### config.mk
export PLATFORM = sky130hd
export DESIGN_NAME = pong_game_ctrl
export DESIGN_NICKNAME = d
export VERILOG_FILES = /design/src/rtl/pong_game_ctrl.sv
export SDC_FILE = /design/constraint.sdc
export NUM_CORES = 1
export LEC_CHECK = 0
export CAP_MARGIN = 20
export CORE_UTILIZATION = 30
export DETAILED_ROUTE_END_ITERATION = 7
export PLACE_DENSITY_LB_ADDON = 0.12
export SLEW_MARGIN = 20
export SYNTH_ARGS = -nofsm -noshare
export SYNTH_HDL_FRONTEND = slang
export SYNTH_SLANG_ARGS = --single-unit
### constraint.sdc
create_clock -name clk -period 3 [get_ports clk]
set_clock_uncertainty 0.2 [all_clocks]
set_input_delay 0.3 -clock clk [delete_from_list [all_inputs] [get_ports clk]]
set_output_delay 0.3 -clock clk [all_outputs]
set_load 0.005 [all_outputs]
### src/rtl/pong_game_ctrl.sv
// Pong game sequencer: ball motion, paddle collisions, scoring and the
// registered ball pixel strobe for the character-grid display.
module pong_game_ctrl #(
  parameter int BALL_SPEED  = 2500000,
  parameter int SERVE_TICKS = 8,
  parameter int WIN_SCORE   = 5,
  parameter int LEFT_X      = 2,
  parameter int RIGHT_X     = 37,
  parameter int TOP_Y       = 6,
  parameter int BOTTOM_Y    = 28,
  parameter int X_MAX       = 39,
  parameter int CENTER_X    = 20,
  parameter int CENTER_Y    = 17
) (
  input  logic       clk,
  input  logic       rst,
  input  logic       btn_start,
  input  logic [5:0] paddle_l_y,
  input  logic [5:0] paddle_r_y,
  input  logic [5:0] counter_x,
  input  logic [5:0] counter_y,
  output logic [5:0] ball_x,
  output logic [5:0] ball_y,
  output logic       draw_ball,
  output logic [3:0] score_l,
  output logic [3:0] score_r,
  output logic [2:0] state,
  output logic       paddle_en,
  output logic       game_over
);

  typedef enum logic [2:0] {
    S_IDLE  = 3'd0,
    S_SERVE = 3'd1,
    S_PLAY  = 3'd2,
    S_POINT = 3'd3,
    S_OVER  = 3'd4
  } state_t;

  localparam int TW = (BALL_SPEED > 1) ? $clog2(BALL_SPEED) : 1;
  localparam int SW = (SERVE_TICKS > 0) ? $clog2(SERVE_TICKS + 1) : 1;

  localparam logic [TW-1:0] TICK_LAST  = TW'(BALL_SPEED - 1);
  localparam logic [SW-1:0] SERVE_LAST = SW'(SERVE_TICKS - 1);
  localparam logic [5:0]    X_CENTER   = 6'(CENTER_X);
  localparam logic [5:0]    Y_CENTER   = 6'(CENTER_Y);
  localparam logic [5:0]    L_HIT      = 6'(LEFT_X + 2);
  localparam logic [5:0]    L_BOUNCE   = 6'(LEFT_X + 3);
  localparam logic [5:0]    R_HIT      = 6'(RIGHT_X - 1);
  localparam logic [5:0]    R_BOUNCE   = 6'(RIGHT_X - 2);
  localparam logic [5:0]    X_EDGE     = 6'(X_MAX);
  localparam logic [5:0]    Y_TOP      = 6'(TOP_Y);
  localparam logic [5:0]    Y_BOT      = 6'(BOTTOM_Y);
  localparam logic [3:0]    WIN        = 4'(WIN_SCORE);

  state_t        state_reg, state_next;
  logic [TW-1:0] tick_cnt_reg;
  logic [SW-1:0] serve_cnt_reg;
  logic [5:0]    ball_x_reg, ball_y_reg;
  logic          dx_reg, dy_reg;  // 1 = moving toward larger coordinate
  logic [3:0]    score_l_reg, score_r_reg;
  logic          start_q_reg, draw_ball_reg, paddle_en_reg, game_over_reg;

  logic tick, start_pulse, serve_done, win;
  logic hit_l, hit_r, miss_l, miss_r;

  // 7-bit compare so a paddle near row 63 does not wrap its span.
  function automatic logic in_span(input logic [5:0] top, input logic [5:0] y);
    return ({1'b0, y} >= {1'b0, top}) && ({1'b0, y} <= ({1'b0, top} + 7'd6));
  endfunction

  function automatic logic [3:0] sat_inc(input logic [3:0] s);
    return (s == 4'hf) ? s : s + 4'd1;
  endfunction

  assign tick        = (tick_cnt_reg == TICK_LAST);
  assign start_pulse = btn_start & ~start_q_reg;
  assign serve_done  = tick && (serve_cnt_reg == SERVE_LAST);
  assign win         = (score_l_reg == WIN) || (score_r_reg == WIN);
  assign hit_l       = !dx_reg && (ball_x_reg == L_HIT) && in_span(paddle_l_y, ball_y_reg);
  assign hit_r       = dx_reg && (ball_x_reg == R_HIT) && in_span(paddle_r_y, ball_y_reg);
  assign miss_l      = !dx_reg && (ball_x_reg == 6'd0);
  assign miss_r      = dx_reg && (ball_x_reg == X_EDGE);

  always_comb begin
    state_next = state_reg;
    case (state_reg)
      S_IDLE:  if (start_pulse) state_next = S_SERVE;
      S_SERVE: if (serve_done) state_next = S_PLAY;
      S_PLAY:  if (tick && !hit_l && !hit_r && (miss_l || miss_r)) state_next = S_POINT;
      S_POINT: state_next = win ? S_OVER : S_SERVE;
      S_OVER:  if (start_pulse) state_next = S_SERVE;
      default: state_next = S_IDLE;
    endcase
  end

  always_ff @(posedge clk) begin
    if (rst) begin
      state_reg     <= S_IDLE;
      tick_cnt_reg  <= '0;
      serve_cnt_reg <= '0;
      ball_x_reg    <= X_CENTER;
      ball_y_reg    <= Y_CENTER;
      dx_reg        <= 1'b1;
      dy_reg        <= 1'b1;
      score_l_reg   <= 4'd0;
      score_r_reg   <= 4'd0;
      start_q_reg   <= 1'b0;
      draw_ball_reg <= 1'b0;
      paddle_en_reg <= 1'b0;
      game_over_reg <= 1'b0;
    end else begin
      state_reg     <= state_next;
      start_q_reg   <= btn_start;
      tick_cnt_reg  <= tick ? '0 : tick_cnt_reg + TW'(1);
      paddle_en_reg <= (state_next == S_SERVE) || (state_next == S_PLAY);
      game_over_reg <= (state_next == S_OVER);
      draw_ball_reg <= (counter_x == ball_x_reg) && (counter_y == ball_y_reg) &&
                       ((state_reg == S_SERVE) || (state_reg == S_PLAY) || (state_reg == S_POINT));
      case (state_reg)
        S_IDLE: begin
          ball_x_reg <= X_CENTER;
          ball_y_reg <= Y_CENTER;
          if (start_pulse) begin
            score_l_reg   <= 4'd0;
            score_r_reg   <= 4'd0;
            serve_cnt_reg <= '0;
          end
        end
        S_SERVE: begin
          ball_x_reg <= X_CENTER;
          ball_y_reg <= Y_CENTER;
          if (tick) serve_cnt_reg <= serve_done ? '0 : serve_cnt_reg + SW'(1);
        end
        S_PLAY: begin
          if (tick) begin
            if (!dy_reg && ball_y_reg == Y_TOP) begin
              dy_reg     <= 1'b1;
              ball_y_reg <= ball_y_reg + 6'd1;
            end else if (dy_reg && ball_y_reg == Y_BOT) begin
              dy_reg     <= 1'b0;
              ball_y_reg <= ball_y_reg - 6'd1;
            end else begin
              ball_y_reg <= dy_reg ? ball_y_reg + 6'd1 : ball_y_reg - 6'd1;
            end
            // A missed ball stays on the edge column for the POINT cycle.
            if (hit_l) begin
              dx_reg     <= 1'b1;
              ball_x_reg <= L_BOUNCE;
            end else if (hit_r) begin
              dx_reg     <= 1'b0;
              ball_x_reg <= R_BOUNCE;
            end else if (miss_l) begin
              score_r_reg <= sat_inc(score_r_reg);
            end else if (miss_r) begin
              score_l_reg <= sat_inc(score_l_reg);
            end else begin
              ball_x_reg <= dx_reg ? ball_x_reg + 6'd1 : ball_x_reg - 6'd1;
            end
          end
        end
        S_POINT: begin
          // dx still points at the player who conceded, which is the serve direction.
          if (!win) begin
            ball_x_reg    <= X_CENTER;
            ball_y_reg    <= Y_CENTER;
            serve_cnt_reg <= '0;
          end
        end
        S_OVER: begin
          if (start_pulse) begin
            score_l_reg   <= 4'd0;
            score_r_reg   <= 4'd0;
            ball_x_reg    <= X_CENTER;
            ball_y_reg    <= Y_CENTER;
            dx_reg        <= 1'b1;
            serve_cnt_reg <= '0;
          end
        end
        default: ;
      endcase
    end
  end

  assign ball_x    = ball_x_reg;
  assign ball_y    = ball_y_reg;
  assign draw_ball = draw_ball_reg;
  assign score_l   = score_l_reg;
  assign score_r   = score_r_reg;
  assign state     = state_reg;
  assign paddle_en = paddle_en_reg;
  assign game_over = game_over_reg;

endmodule

---- Word level (Yosys, flattened, before mapping) ----
Cells that the tools add are included.
Widths: inputs -> output; s select.
storage, ports and cells
  bits in registers ....................... 55
  input bits .............................. 27
  output and inout port bits .............. 26
  logic and storage cells ................. 152
cells by class
  equal/unequal tests ..................... 35
  muxes and demuxes ....................... 46
  reduce and logical (&&, ||, !) cells .... 42
  add/sub/neg operators ................... 10
  order comparisons ....................... 4
  bitwise gates (word level) .............. 2
operators by type and width
  kind                   count
  $mux 6                 14
  $mux 4                 15
  $pmux 6 s4             2
  $add 22x1->22 const B  1
  $eq 22x22->1 const B   1
  $ne 2x2->1 const B     11
  $logic_and 1x1->1      16
  $pmux 4 s2             2
  $add 6x3->7 const B    2
  $le 6x7->1             2
  $add 4x1->4 const B    3
  $add 6x1->6 const B    2
  $eq 4x3->1 const B     3
  $eq 6x3->1 const B     2
  $eq 6x6->1             2
  $eq 6x6->1 const B     2
  $ge 6x6->1             2
  $mux 3                 4
  $pmux 3 s4             1
  $pmux 4 s3             1
  $reduce_and 4->1       3
  $sub 6x1->6 const B    2
  $eq 3x2->1 const B     3
  $eq 4x4->1 const B     2
  22 further kinds       41

---- Longest topological paths before layout ----
  word-level depth ........................ 12
  depth in mapped cells ................... 11
  gate-level depth less buffers ........... 11

---- Least setup slack after synthesis ----
OpenSTA, ideal clock, no wires.
  path kind ............................... input to register
  from .................................... input port paddle_r_y[1]
  to ...................................... register ball_x_reg[2] (netlist: ball_x[2])
  arrival time ............................ 2.181 ns
  stages .................................. 10
  buffers on the path ..................... 0
  slack ................................... 0.474 ns
  data required time ...................... 2.655 ns
  setup time .............................. 0.145 ns
  path through ............................ inv_1 ha_1 nor3_1 xnor2_1 ha_1 nand3_1 o31a_1 a2111o_1 a21o_1 a2bb2oi_1
on the way
  longest elaborated chain between the ends .. 8
  elaborated cells on any way between the ends .. 12
  classes of those cells .................. add/sub (1); order compare (2); eq/ne (2); mux (4); reduce/logical (3)
ends and longest elaborated chain
  what                    RTL line  source
  start: declaration      19        input logic [5:0] paddle_r_y,
  $add 6x3->7             69        return ({1'b0, y} >= {1'b0, top}) && ({1'b0, y} <= ({1'b0, top} + 7'd6));
  $le 6x7->1              69
  $logic_and 1x1->1 *     69
  $logic_and 1x1->1 *     81        assign hit_r = dx_reg && (ball_x_reg == R_HIT) && in_span(paddle_r_y, ball_y_reg);
  $mux 6                  150       end else if (hit_r) begin
  $mux 6                  147       if (hit_l) begin
  $mux 6                  136       if (tick) begin
  $pmux 6 s4              120       case (state_reg)
  end signal: assignment  158       ball_x_reg <= dx_reg ? ball_x_reg + 6'd1 : ball_x_reg - 6'd1;
  end: declaration        59        logic [5:0] ball_x_reg, ball_y_reg;
Mark *: on every way between the ends. The rest lies on a longest branch, timed or not. The select of a mux whose other input is x is not followed.
A chain may end at the register's enable or synchronous reset.

---- Worst setup path after layout ----
Same ends and word-level chain as after synthesis.

==> results by group <==
Synth
  • Area leader, netlist: dfxtp_1
  • Compound-Gate Fraction of Synth Area: 0.163
  • Register area share after synthesis: 0.294
  • Mapped Cells: 456
  • Synth top area cells: dfxtp_1, ha_1, xor2_1
  • Adder-cell area share of the yosys netlist: 0.129
  • Multiplexer area fraction after synthesis: 0.00601
  • Top cell type's share of synthesized area: 0.294
  • Ys flop type: dfxtp_1
  • FF+latch count, synth: 55
  • Syn_area_per_cell: 8.22 µm²
  • Netlist cell types: 58
  • Largest family of logic cells by synthesized area: simple AND/OR/NAND/NOR gates
  • Number of flops mapped to enable cells by yosys: 0
  • Synth warn: 0
  • Xor-xnor portion of the synthesized cell area: 0.110
  • Post-Synthesis Net Count: 521
  • Mapped Area: between 0.003 and 0.004 mm²
  • Synth Area in Simple Gates: 0.259
  • Asr flop ratio synth: 0

Timing
  • Max-slew violation count: 0
  • Final Hold Vio Count: 0
  • Fin crit period: ~2.9 ns
  • Finish-stage setup viols: 0
  • Crit share post-route: 0.956
  • RSZ-0062 raised after global routing: false
  • WHS: 0.267 ns
  • Worst slew pin tran: roughly 0.72 ns
  • Fmax: 349 MHz
  • Worst rel slew slack: 0.519

Global route
  • Global route hottest layer: met2
  • Largest net degree at the start of global routing: 23
  • Met3 GRT Util: 0.0244
  • Total GRT Usage: 0.159
  • Vias in the first global route: 3293
  • First-pass GRT wire length: about 17000 µm
  • Initial antenna violation count: 0
  • Gr ovfl total: 0
  • Global routing usage on met2: 0.251
  • GR Layer Usage met1: 0.225

Critical path
  • R2r worst-path depth: 6
  • Critical Path End Type: flop
  • Critical Path Slowest Stage Cell: clkdlybuf4s50_1
  • Max FO, Critical Path: 6
  • Largest stage delay, worst path: approximately 0.48 ns
  • Worst r2r src: tick_cnt_reg[11]
  • Crit path DAT: 2.83 ns
  • CP required: between 2 and 3 ns
  • R2r endpoint: score_l[3]
  • Worst path bufs/invs: 2
  • WS Path Type: in -> reg
  • Cell family with most CP delay: compound AO/OA/AOI/OAI gates
  • Crit path launch: paddle_r_y[1]
  • CP Depth: 11
  • Capture point of the worst path: ball_x[2]
  • Most used cell, CP: ha_1
  • CP cell instances: clkdlybuf4s50_1, inv_1, ha_1, nor3_1, xnor2_1, ha_1, nand3_1, o31a_1, a2111o_1, a21o_1, a2bb2oi_1
  • Worst R2R Setup Slack: 0.33 ns
  • CP startpoint kind: input port

Placement
  • Number of I/O port buffers: 52
  • Placed cells: a little under 700
  • Routability cong.: 0.838
  • Post-DP HPWL: between 7000 and 8000 µm

Route
  • First-pass DRT Iterations: 5
  • Avg Vias per Cell: 4.99
  • DR iter-0 viols: 153
  • DRT antenna net count: 0
  • WL final: 9690 µm
  • DR DRC count: 0
  • WL per Instance: 14.0 µm
  • Vias: around 3400

Power
  • Share of total power in the clock network: 0.395
  • Worst IR Drop VDD: approximately 0.19 mV
  • Tot Pwr: 1.52 mW
  • Sw power: 0.383 mW
  • PwrDens: between 300 and 400 mW/mm²
  • Combinational power share: 0.117
  • Switching share of total power: 0.251
  • Int Power: 1.14 mW
  • Leakage: around 1.8 nW
  • Flop pwr share: 0.488

Layout
  • Most frequent cells in the layout: nor2_1, dfxtp_1, clkdlybuf4s50_1
  • Register area: 0.00110 mm²
  • Fillers: 1293
  • ANT cells: 0
  • Area grow syn2layout: 25.7%
  • Post-route insts no fill: 691
  • Nets: a little under 600
  • Area of the multi-input gates: roughly 0.0025 mm²
  • Layout cell share with drive strength beyond 1: 0.0688
  • Max reg flops: 22

Die
  • Initial core utilization: 0.310
  • Core area: 0.0121 mm²
  • Ports: 53
  • Die X: 114 µm
  • Die area: roughly 0.013 mm²
  • Die span in y: 114 µm
  • Rows: 40

Clocking
  • CTS sink cnt: 55
  • CTS tree: yes
  • Clock Path Buffers: 2
  • CTS resizes: 0
  • Post-CTS Setup Inserts: 0
  • Root buf cell: clkbuf_16
  • H-tree levels: 2
  • Hold buffer count at cts: 0
  • Total CTS buffers: 5
  • Worst skew pair latency: 0.30 ns
  • Clock slew at reported path FFs: 0.08 ns

Status
  • Status: complete, no violations

Min path
  • Hold Crit Depth: 1
  • Hold Path Class: reg -> reg

Run
  • Max-capacitance violation count: 0
==> cell usage after synthesis (4+ instances only) <==
| library cell | n |
|---|---|
| nor2b_1 | 7 |
| clkbuf_1 | 9 |
| and2_1 | 4 |
| o21ai_0 | 17 |
| inv_1 | 21 |
| ha_1 | 37 |
| nand3_1 | 18 |
| and3_1 | 6 |
| dfxtp_1 | 55 |
| nor2_1 | 55 |
| o2111ai_1 | 4 |
| nand2_1 | 29 |
| or3_1 | 6 |
| a21oi_1 | 25 |
| xnor2_1 | 15 |
| a211o_1 | 4 |
| a21o_1 | 8 |
| nor4_1 | 9 |
| nand4_1 | 13 |
| nor4b_1 | 4 |
| nor3_1 | 12 |
| xor2_1 | 32 |
==> layout make-up <==
cell class | count | share of cell area
flip-flops and latches | 55 | 0.234
clock buffers | 5 | 0.0265
repair buffers | 72 | 0.142
well taps | 168 | 0.0446
inverters | 22 | 0.0175
clock inverters | 3 | 0.00504
multi-input cells | 366 | 0.530
==> metrics by stage <==
stage	worst slack, ns	util	TNS (ns)	cell area [µm²]
6_report	0.132	0.389	0	4710
5_1_grt	0.0280	0.389	0	4710
4_1_cts	0.118	0.389	0	4710
3_5_place_dp	-0.188	0.377	-0.696	4560
3_3_place_gp	-0.134	0.377	-0.376	4560
2_1_floorplan	0.474	-	0	3750
==> metal layers <==
metal | vias to the layer above | wire length (µm)
met5 | - | 0
met4 | 0 | 125
met3 | 11 | 440
met2 | 76 | 4150
met1 | 1576 | 4970
li1 | 1782 | -
==> worst min path at each step <==
| stage | from | end |
|---|---|---|
| 5_1_grt | tick_cnt_reg[0] | tick_cnt_reg[0] |
| 3_5_place_dp | tick_cnt_reg[0] | tick_cnt_reg[0] |
| 3_3_place_gp | tick_cnt_reg[0] | tick_cnt_reg[0] |
| 4_1_cts | tick_cnt_reg[0] | tick_cnt_reg[0] |
| 2_1_floorplan | btn_start | start_q_reg |
| 6_report | tick_cnt_reg[0] | tick_cnt_reg[0] |
==> power groups by stage <==
stage / clock network [mW] / logic (mW) / registers, mW
after floorplan: 0 / 0.0974 / 0.759
after global placement: 0 / 0.177 / 0.761
after detailed placement: 0 / 0.179 / 0.761
after CTS: 0.627 / 0.180 / 0.743
after global routing: 0.656 / 0.203 / 0.745
final: 0.601 / 0.179 / 0.743
==> kinds of logic after synthesis <==
| kind of cell | after synthesis |
|---|---|
| buffers and inverters | 35 |
| AOI/OAI and AO/OA | 92 |
| xor gates and xnor gates | 47 |
| adders and majority gates | 38 |
| and+or+nand+nor | 187 |
| DFF | 55 |
| muxes | 2 |
(Power assumes the default switching activity.)
==> RTL edit: new RTL, same flow settings <==
Set the parameter `BALL_SPEED` to 5000000 (it was 2500000).
--- a/src/rtl/pong_game_ctrl.sv
+++ b/src/rtl/pong_game_ctrl.sv
@@ -3,3 +3,3 @@
 module pong_game_ctrl #(
-  parameter int BALL_SPEED  = 2500000,
+  parameter int BALL_SPEED  = 5000000,
   parameter int SERVE_TICKS = 8,
Check against the original RTL: same outputs for any inputs over 10 cycles, from zero or initial values and one cycle with rst high; that may be too few to reach the edited logic, so the function may still have changed.
==> RTL edit against the unedited design <==
- total power grew 12%
- wire length rose by 2.1%
- clock power rose by 26%
- synthesized area rose by 2.6%
- synthesized cell count is 1.3% higher
- setup slack gained 0.12 ns
- design area grew 4.0%
- sequential cell count grew 1
- critical path depth unchanged
- combinational power rose by 7%
==> RTL edit: results (changes against the unedited design) <==
status: complete, no violations (unchanged)
gpl congestion: 0.782 (was 0.838)
Post-synth top cells: dfxtp_1 (56), nor2_1 (53), ha_1 (37) (was dfxtp_1 (55), nor2_1 (55), ha_1 (37))
Pre-antenna DRT Iters: 4 (was 5)
WL final: 9900 um (was 9690 um)
multi-input gate count: 367 (was 366)
max FFs per register: 23 (was 22)
layout cells sized above 1: 8.27% (was 6.88%)
# fillers: 1259 (was 1293)
DRT met1 WL: 4940 um (was 4970 um)
distinct cell type count of the synthesized netlist: 63 (was 58)
multi-input combinational area share: 52.4% (was 53.0%)
clk cell area share: 3.96% (was 3.16%)
slew margin rel.: 54.7% (was 51.9%)
Seq/Total Area, Yosys: 29.1% (was 29.4%)
FF+latch count, synth: 56 (was 55)
layout net count: 596 (was 587)
fraction of area in registers: 22.9% (was 23.4%)
Overall Global Routing Usage: 15.8% (was 15.9%)
Power Internal: 1.33 mW (was 1.14 mW)
# placed instances: 692 (was 683)
Starting DRT DRC Count: 113 (was 153)
first-pass GRT wire length: 16600 um (about the same)
Inverters: 25 (was 22)
DP HPWL: 7630 um (was 7360 um)
Final Core Density: 40.0% (was 38.9%)
pre-CTS setup slack: -0.0533 ns (was -0.188 ns)
-- RTL edit: logic make-up after synthesis --
logic type | after synthesis | share of synthesized area, %
buf+inv | 39 | 4.10
compound gates | 91 | 16.3
fa+ha+maj | 38 | 12.6
xor+xnor | 45 | 10.2
mux | 2 | 0.586
flops | 56 | 29.1
simple gates | 191 | 27.1
-- RTL edit: path summary, 6_finish.rpt --
path	start	end	slack [ns]
max	paddle_r_y[1]	ball_x[2]	0.25
min	tick_cnt_reg[0]	tick_cnt_reg[0]	0.26
max reg2reg	tick_cnt_reg[15]	score_r[1]	0.26
min reg2reg	tick_cnt_reg[0]	tick_cnt_reg[0]	0.26
-- RTL edit: power by group through the flow --
stage                     Clock (mW)  Sequential, mW  Combinational (mW)
after floorplan                    0           0.776               0.105
after global placement             0           0.779               0.193
after detailed placement           0           0.779               0.194
after CTS                      0.779           0.761               0.195
after global routing           0.816           0.763               0.216
final                          0.759           0.761               0.192
